$ cat config.mk
export PLATFORM = sky130hd
export DESIGN_NAME = isla_lane_delay_calib
export DESIGN_NICKNAME = d
export VERILOG_FILES = /design/src/rtl/isla_lane_delay_calib.sv
export SDC_FILE = /design/constraint.sdc
export NUM_CORES = 1
export LEC_CHECK = 0
export BUFFER_PORTS_ARGS = -buffer_cell sky130_fd_sc_hd__buf_2
export CAP_MARGIN = 25
export CORE_MARGIN = 2
export CORE_UTILIZATION = 50
export DETAILED_ROUTE_END_ITERATION = 12
export GPL_ROUTABILITY_DRIVEN = 0
export PLACE_DENSITY = 0.68
export SLEW_MARGIN = 15
export SYNTH_ARGS = -nofsm -noshare
export SYNTH_HDL_FRONTEND = slang
export SYNTH_SLANG_ARGS = --single-unit
$ cat constraint.sdc
create_clock -name sys_clk -period 11.81 [get_ports sys_clk]
set_clock_uncertainty 0.15 [all_clocks]
set_input_delay 2.362 -clock sys_clk [delete_from_list [all_inputs] [get_ports sys_clk]]
set_output_delay 2.362 -clock sys_clk [all_outputs]
set_load 0.005 [all_outputs]
$ cat src/rtl/isla_lane_delay_calib.sv
// Per-lane IDELAY tap calibration: sweeps all taps, finds each lane's widest eye, loads its centre.
// Optional eye statistics (eye_width, pass_map) enabled by defining ISLA_LANE_DELAY_CALIB_EYE_STATS_EN.
module isla_lane_delay_calib #(
    parameter int NUM_LANES       = 8,
    parameter int TAP_WIDTH       = 5,
    parameter int SETTLE_CYCLES   = 16,
    parameter int SAMPLES_PER_TAP = 64,
    parameter int MIN_EYE         = 4
) (
    input  logic                           sys_clk,
    input  logic                           rst,
    input  logic                           calib_start,
    input  logic [TAP_WIDTH-1:0]           manual_tap,
    input  logic [NUM_LANES-1:0]           manual_select,
    input  logic                           manual_load,
    input  logic                           idelay_rdy,
    input  logic                           pattern_valid,
    input  logic [NUM_LANES-1:0]           pattern_ok,
    output logic [TAP_WIDTH-1:0]           delay_value,
    output logic [NUM_LANES-1:0]           delay_load,
    output logic                           busy,
    output logic                           done,
    output logic [NUM_LANES-1:0]           lane_fail,
    output logic [NUM_LANES*TAP_WIDTH-1:0] lane_tap
`ifdef ISLA_LANE_DELAY_CALIB_EYE_STATS_EN
    ,
    output logic [NUM_LANES*(TAP_WIDTH+1)-1:0] eye_width,
    output logic [(1<<TAP_WIDTH)-1:0]          pass_map
`endif
);

    // state    | meaning
    // IDLE     | waiting for calib_start; manual loads accepted
    // WAIT_RDY | waiting for IDELAYCTRL ready
    // LOAD     | drive current tap to all lanes
    // SETTLE   | let the delay line settle, comparator ignored
    // SAMPLE   | accumulate per-lane pass flags over the tap's strobes
    // EVAL     | fold pass flags into run trackers, advance tap
    // APPLY    | load each lane's eye centre, one lane per cycle

    localparam int LANE_W  = (NUM_LANES > 1) ? $clog2(NUM_LANES) : 1;
    localparam int CNT_MAX = (SETTLE_CYCLES > SAMPLES_PER_TAP) ? SETTLE_CYCLES : SAMPLES_PER_TAP;
    localparam int CNT_W   = (CNT_MAX > 1) ? $clog2(CNT_MAX) : 1;
    localparam int LEN_W   = TAP_WIDTH + 1;
    localparam logic [TAP_WIDTH-1:0] TAP_MAX     = '1;
    localparam logic [CNT_W-1:0]     SETTLE_LOAD = CNT_W'(SETTLE_CYCLES - 1);
    localparam logic [CNT_W-1:0]     SAMPLE_LOAD = CNT_W'(SAMPLES_PER_TAP - 1);
    localparam logic [LANE_W-1:0]    LAST_LANE   = LANE_W'(NUM_LANES - 1);

    typedef enum logic [2:0] {IDLE, WAIT_RDY, LOAD, SETTLE, SAMPLE, EVAL, APPLY} state_t;

    state_t                 state;
    logic [TAP_WIDTH-1:0]   tap;
    logic [CNT_W-1:0]       cnt;
    logic [LANE_W-1:0]      apply_idx;
    logic [NUM_LANES-1:0]   pass_flag;
    logic                   manual_prev;
    logic                   manual_edge;
    logic [TAP_WIDTH-1:0]   cur_start      [NUM_LANES];
    logic [TAP_WIDTH-1:0]   best_start     [NUM_LANES];
    logic [LEN_W-1:0]       cur_len        [NUM_LANES];
    logic [LEN_W-1:0]       best_len       [NUM_LANES];
    logic [TAP_WIDTH-1:0]   nxt_cur_start  [NUM_LANES];
    logic [TAP_WIDTH-1:0]   nxt_best_start [NUM_LANES];
    logic [LEN_W-1:0]       nxt_cur_len    [NUM_LANES];
    logic [LEN_W-1:0]       nxt_best_len   [NUM_LANES];
    logic [TAP_WIDTH-1:0]   centre;
    logic                   centre_fail;

    assign manual_edge = manual_load & ~manual_prev;

    // A run is closed by a failing tap or by reaching the last tap; ties keep the earlier run.
    always_comb begin
        for (int i = 0; i < NUM_LANES; i++) begin
            nxt_cur_start[i]  = cur_start[i];
            nxt_cur_len[i]    = cur_len[i];
            nxt_best_start[i] = best_start[i];
            nxt_best_len[i]   = best_len[i];
            if (pass_flag[i]) begin
                if (cur_len[i] == '0)
                    nxt_cur_start[i] = tap;
                nxt_cur_len[i] = cur_len[i] + 1'b1;
            end
            if (!pass_flag[i] || tap == TAP_MAX) begin
                if (nxt_cur_len[i] > best_len[i]) begin
                    nxt_best_start[i] = nxt_cur_start[i];
                    nxt_best_len[i]   = nxt_cur_len[i];
                end
                nxt_cur_len[i] = '0;
            end
        end
    end

    always_comb begin
        centre_fail = best_len[apply_idx] < LEN_W'(MIN_EYE);
        centre      = best_start[apply_idx] + TAP_WIDTH'(best_len[apply_idx] >> 1);
        if (centre_fail)
            centre = '0;
    end

    always_ff @(posedge sys_clk or posedge rst) begin
        if (rst) begin
            state       <= IDLE;
            tap         <= '0;
            cnt         <= '0;
            apply_idx   <= '0;
            pass_flag   <= '0;
            manual_prev <= 1'b0;
            delay_value <= '0;
            delay_load  <= '0;
            busy        <= 1'b0;
            done        <= 1'b0;
            lane_fail   <= '0;
            lane_tap    <= '0;
            for (int i = 0; i < NUM_LANES; i++) begin
                cur_start[i]  <= '0;
                best_start[i] <= '0;
                cur_len[i]    <= '0;
                best_len[i]   <= '0;
            end
`ifdef ISLA_LANE_DELAY_CALIB_EYE_STATS_EN
            eye_width <= '0;
            pass_map  <= '0;
`endif
        end else begin
            manual_prev <= manual_load;
            delay_load  <= '0;
            if (state != IDLE && !idelay_rdy) begin
                tap   <= '0;
                state <= WAIT_RDY;
                for (int i = 0; i < NUM_LANES; i++) begin
                    cur_start[i]  <= '0;
                    best_start[i] <= '0;
                    cur_len[i]    <= '0;
                    best_len[i]   <= '0;
                end
            end else begin
                case (state)
                    IDLE: begin
                        if (calib_start) begin
                            busy      <= 1'b1;
                            done      <= 1'b0;
                            lane_fail <= '0;
                            lane_tap  <= '0;
                            tap       <= '0;
                            state     <= WAIT_RDY;
                            for (int i = 0; i < NUM_LANES; i++) begin
                                cur_start[i]  <= '0;
                                best_start[i] <= '0;
                                cur_len[i]    <= '0;
                                best_len[i]   <= '0;
                            end
`ifdef ISLA_LANE_DELAY_CALIB_EYE_STATS_EN
                            eye_width <= '0;
`endif
                        end else if (manual_edge) begin
                            delay_value <= manual_tap;
                            delay_load  <= manual_select;
                        end
                    end
                    WAIT_RDY: state <= LOAD;
                    LOAD: begin
                        delay_value <= tap;
                        delay_load  <= '1;
                        cnt         <= SETTLE_LOAD;
                        state       <= SETTLE;
                    end
                    SETTLE: begin
                        if (cnt == '0) begin
                            cnt       <= SAMPLE_LOAD;
                            pass_flag <= '1;
                            state     <= SAMPLE;
                        end else begin
                            cnt <= cnt - 1'b1;
                        end
                    end
                    SAMPLE: begin
                        if (pattern_valid) begin
                            pass_flag <= pass_flag & pattern_ok;
                            if (cnt == '0)
                                state <= EVAL;
                            else
                                cnt <= cnt - 1'b1;
                        end
                    end
                    EVAL: begin
                        for (int i = 0; i < NUM_LANES; i++) begin
                            cur_start[i]  <= nxt_cur_start[i];
                            cur_len[i]    <= nxt_cur_len[i];
                            best_start[i] <= nxt_best_start[i];
                            best_len[i]   <= nxt_best_len[i];
                        end
`ifdef ISLA_LANE_DELAY_CALIB_EYE_STATS_EN
                        pass_map[tap] <= pass_flag[0];
`endif
                        if (tap == TAP_MAX) begin
                            apply_idx <= '0;
                            state     <= APPLY;
                        end else begin
                            tap   <= tap + 1'b1;
                            state <= LOAD;
                        end
                    end
                    APPLY: begin
                        delay_value <= centre;
                        delay_load  <= NUM_LANES'(1) << apply_idx;
                        lane_tap[apply_idx*TAP_WIDTH +: TAP_WIDTH] <= centre;
                        lane_fail[apply_idx] <= centre_fail;
`ifdef ISLA_LANE_DELAY_CALIB_EYE_STATS_EN
                        eye_width[apply_idx*LEN_W +: LEN_W] <= best_len[apply_idx];
`endif
                        if (apply_idx == LAST_LANE) begin
                            busy  <= 1'b0;
                            done  <= 1'b1;
                            state <= IDLE;
                        end else begin
                            apply_idx <= apply_idx + 1'b1;
                        end
                    end
                    default: state <= IDLE;
                endcase
            end
        end
    end

endmodule

; ---- Word level (Yosys, flattened, before mapping)
; Index checks and enable logic that the tools add are counted.
[word_totals]
regBits = 265
latchBits = 0
ram_bits = 0
rom_bits = 0
word_cells = 293
mem_count = 0
[classes]
n_addsub = 13
multipliers = 1
div = 0
n_lt_le_gt_ge = 12
eq_ne = 39
n_shift = 3
muxes = 123
n_bitwise = 5
n_reduce_logical = 53
[ops]
columns = op, n
row1 = $pmux W40 S2, 3
row2 = $mux W6, 37
row3 = $mux W5, 40
row4 = $pmux W48 S2, 2
row5 = $mux W48, 3
row6 = $mux W40, 3
row7 = $ne A3 B3 Y1 const B, 22
row8 = $logic_not A6 Y1, 9
row9 = $reduce_and A4 Y1, 13
row10 = $add A6 B1 Y6 const B, 8
row11 = $gt A6 B6 Y1, 8
row12 = $mux W8, 6
row13 = $bwmux W40, 1
row14 = $shift A5 B34 Y40 const A, 1
row15 = $shiftx A5 B34 Y40, 1
row16 = $neg A6 Y34, 1
row17 = $pmux W8 S2, 2
row18 = $mux W3, 9
row19 = $pmux W8 S3, 1
row20 = $pmux W3 S7, 1
row21 = $bmux W6 S3, 1
row22 = $ne A2 B2 Y1 const B, 9
row23 = $pmux W6 S3, 1
row24 = $bmux W5 S3, 1
row25 = 34 further kinds, 66

; ---- Longest topological paths before layout
[depth]
ltp_word = 9
ltp_mapped = 16
mapped_depth_nobuf = 12

; ---- Least setup slack after synthesis
; OpenSTA, ideal clock, no wires.
[synth_path]
kind = in2reg
start = input idelay_rdy
end = register best_len[4] (netlist bit)
setup_time_ns = 0.084
arrival_time_ns = 3.910
required_time_ns = 11.576
path_slack_ns = 7.666
path_stages = 6
n_path_buf = 2
path_cell_list = clkbuf_1 -> nand4b_1 -> clkbuf_1 -> a211oi_1 -> o21ai_1 -> o22ai_1
[synth_via]
elab_chain_len = 4
elab_cells_between_ends = 8
[synth_lines]
columns = item, line
row1 = from (decl), 16  ; input logic idelay_rdy,
row2 = $logic_not A1 Y1 *, 128  ; if (state != IDLE && !idelay_rdy) begin
row3 = $logic_and A1 B1 Y1 *, 128
row4 = $ne A3 B3 Y1 (no line) or $reduce_bool A3 Y1 (tied branches), n/a
row5 = $reduce_and A4 Y1 (no line), n/a
row6 = "to (signal, indexed assignment)", 191  ; best_len[i] <= nxt_best_len[i];
row7 = to (decl), 62  ; logic [LEN_W-1:0] best_len [NUM_LANES];
; Every way passes the cells marked *; elsewhere a longest branch is shown, timed or not.
; A chain may end at the register's enable or synchronous reset.

; ---- Worst setup path in the final report
[layout_path]
start = input idelay_rdy
end = register cur_len[32] (netlist bit)
[layout_via]
elab_chain_len = 4
elab_cells_between_ends = 6
[layout_lines]
columns = item, line
row1 = $logic_not A1 Y1 *, 128
row2 = $logic_and A1 B1 Y1 *, 128
row3 = $ne A3 B3 Y1 (no line) or $reduce_bool A3 Y1 (tied branches), n/a
row4 = $reduce_and A2 Y1 (no line), n/a
row5 = "to (signal, indexed assignment)", 189  ; cur_len[i] <= nxt_cur_len[i];
row6 = to (decl), 61  ; logic [LEN_W-1:0] cur_len [NUM_LANES];
; Marked as above.

==> impl_metrics.csv <==
group,metric,value,unit
route,detail-route-antenna-nets,0,
placed_design,place_area,15500,sq um
floorplanning,coreArea,28900,sq um
route,dr.pass1.iters,5,
setup_path,critPathLaunch,"idelay_rdy",
cells_and_area,fin_cells,1994,
route,drt-wirelength-per-cell,20.2,um
clock_network,cts_resized,0,
logic_synthesis,synth_seq_area_share,0.448,
cells_and_area,n_antenna_cell,0,
clock_network,cts_hold_buf,0,
cells_and_area,utilization,0.574,
logic_synthesis,synth_area_per_cell,9.65,sq um
global_routing,grt.total_usage,0.261,
logic_synthesis,ys.flop_type,"dfrtp_1",
route,routed_wl,40.2,mm
route,initialDrtViolationCount,1145,
clock_network,cts_sinks,265,
sta,setup_violations,0,
floorplanning,dieArea,31000,sq um
route,vias,12300,
clock_network,cts_root_buf,"clkbuf_16",
sta,finalSetupTns,0,ns
setup_path,required,12.16,ns
placed_design,port_buffers,89,
clock_network,numCtsBuffers,30,
sta,worst_pin_slew,1.03,ns
clock_network,cts_tree,"built",
route,vias_per_cell,6.19,
sta,hold_violations,0,
sta,fin_ws,7.39,ns
setup_path,start_kind,"input pin",
logic_synthesis,async_flop_share,1.00,
power,p_leak,7.72,nW
power,p_per_area,128,nW/um^2
global_routing,overflow,0,
sta,slew-limit-headroom,0.316,
logic_synthesis,yosysUniqueCellTypes,69,
logic_synthesis,yosys-top-cells-area,"dfrtp_1 45%, ha_1 6.8%, nand2_1 6.3%",
logic_synthesis,syn_inst,1534,
setup_path,rr_worst_depth,11,
logic_synthesis,synth_edf_count,0,
clock_network,cts.htree.levels,1,
run_status,status,"completed",
setup_path,cp_data_arrival_time,4.76,ns
clock_network,post-cts-setup-buffer-count,0,
logic_synthesis,synth_warnings,0,
placed_design,dp_cells,1933,
setup_path,reg2reg_slack,7.47,ns
logic_synthesis,syn-cell-area,14800,sq um
logic_synthesis,syn_nets,1642,
setup_path,r2r-start,"apply_idx[2]",
setup_path,max_stage_delay,0.72,ns
global_routing,grt_max_degree,170,
cells_and_area,final_cell_area,16600,sq um
sta,rsz0062_at_grt,"no",
cells_and_area,layout-drive-gt1-share,0.119,
clock_network,cts-root-to-sink-buffers,3,
setup_path,crit_type,"in2reg",
global_routing,grt_pass1_vias,11900,
route,drcViolationCount,0,
power,p_total,2.12,mW
global_routing,antenna_found_initial,1,
clock_network,clock_latency,0.55,ns
setup_path,r2r-end,"delay_value[4]",
placed_design,place_ws,6.86,ns
floorplanning,std_cell_rows,62,
setup_path,path_cells,"buf_2 -> nand4b_1 -> buf_4 -> nor2_1 -> buf_4 -> nand2_1 -> nor3b_1 -> a21o_1",
cells_and_area,final_nets,1694,
setup_path,cp-end-kind,"flop",
logic_synthesis,yosysTopAreaCell,"dfrtp_1",
sta,max_freq,226,MHz
setup_path,worst_path_max_delay_cell,"nor2_1",
sta,slew_viol_final,0,
job,max_cap_violations,0,
placed_design,detailed_place_hpwl,26.9,mm
min_path,hp-class,"reg2reg",
sta,fin_crit,4.42,ns
clock_network,clkTransAtPathRegs,0.06,ns
floorplanning,fp.dieW,176,um
logic_synthesis,ys_ff_latch,265,
power,peakVddDrop,109,uV
logic_synthesis,yosys.area.top_type_share,0.448,
floorplanning,die_h,176,um
floorplanning,initial_core_util,0.512,
global_routing,grt_pass1_wl,64.7,mm
cells_and_area,syn_to_final_growth,12.2,%
sta,period_share,0.374,
setup_path,path_max_fanout,26,
setup_path,crit_path_frequent_cell,"buf_4",
floorplanning,io_pins,90,
setup_path,setup.worst_path.end,"cur_len[32]",
sta,hold_ws,0.331,ns
[logic make-up (layout without fill, tap and decap cells)]
family                   after synthesis  in the layout  synth area share
AO/OA/AOI/OAI                        466            466             0.220
XOR/XNOR                              44             44            0.0260
adder cells (fa/ha/maj)               81             81            0.0690
buffers and inverters                178            254            0.0473
flip-flops                           265            265             0.448
multiplexers                          64             64            0.0532
AND/OR/NAND/NOR                      436            436             0.137
[flip-flops by register name, summed over array words and instances (netlist names)]
name and flops:
state 3, delay_load 8, lane_tap 40, cur_len 48, best_len 48, manual_prev 1, best_start 40, busy 1
tap 5, lane_fail 8, done 1, delay_value 5, cnt 6, apply_idx 3, cur_start 40, pass_flag 8
[synth_stat cells (7+ instances only)]
cell / count
dfrtp_1: 265
nand2_1: 247
o21ai_0: 124
inv_1: 90
ha_1: 80
clkbuf_1: 72
o22ai_1: 52
nor2_1: 51
mux2i_1: 46
a22o_1: 40
a21oi_1: 37
xnor2_1: 35
a21o_1: 33
a32o_1: 32
nand3_1: 26
o221ai_1: 24
o211ai_1: 21
nand4_1: 20
and3_1: 15
nand3b_1: 12
nor2b_1: 12
mux4_2: 11
nor3b_1: 11
a31oi_1: 10
o31ai_1: 10
a32oi_1: 9
buf_1: 9
nor4b_1: 9
o32ai_1: 9
xor2_1: 9
nor3_1: 8
o21a_1: 8
a211oi_1: 7
mux2_2: 7
o2111ai_1: 7
[cell usage in the layout, fill, tap and decap left out, types with 21 or more instances in the layout]
cell / count
dfrtp_1: 265
ha_1: 80
nand2_1: 247
inv_1: 89
a21o_1: 33
clkbuf_16: 31
nand3_1: 25
a21oi_1: 37
a22o_1: 40
o21ai_0: 124
buf_2: 90
o221ai_1: 24
nor2_1: 51
a32o_1: 32
o211ai_1: 21
mux2i_1: 46
xnor2_1: 35
o22ai_1: 52
[layer usage]
layer | up-vias | wire (um) | global-route usage
li1 | 5762 | - | -
met1 | 6032 | 17600 | 0.359
met2 | 464 | 18500 | 0.423
met3 | 83 | 2900 | 0.0441
met4 | 2 | 1210 | 0.0816
met5 | - | 13 | 0
[where the power goes]
part	switching [mW]	internal, mW	total (mW)	leakage [nW]
Clock	0.386	0.604	0.990	0.517
Combinational	0.126	0.0526	0.179	3.54
Sequential	0.0276	0.928	0.955	3.66
[cell type report]
type	instances	area, sq um
inverters	90	345
multi-input cells	1091	7480
clock buffers	39	866
repair buffers	108	598
flip-flops and latches	265	6630
well taps	384	480
fillers	2526	12300
clock inverters	17	205
[worst max-delay path, delay by kind of cell]
family	cells	cell delay [ns]
buffers and inverters	3	1.00
and+or+nand+nor	4	1.29
AOI/OAI and AO/OA	1	0.10
[worst min-delay path by stage]
stage	start	depth (start not counted)	to
final	busy	2	busy
after global routing	lane_tap[5]	1	lane_tap[5]
after CTS	busy	2	busy
after detailed placement	busy	2	busy
after global placement	busy	2	busy
after floorplan	cur_start[0]	1	cur_start[0]
(Power assumes the default switching activity.)
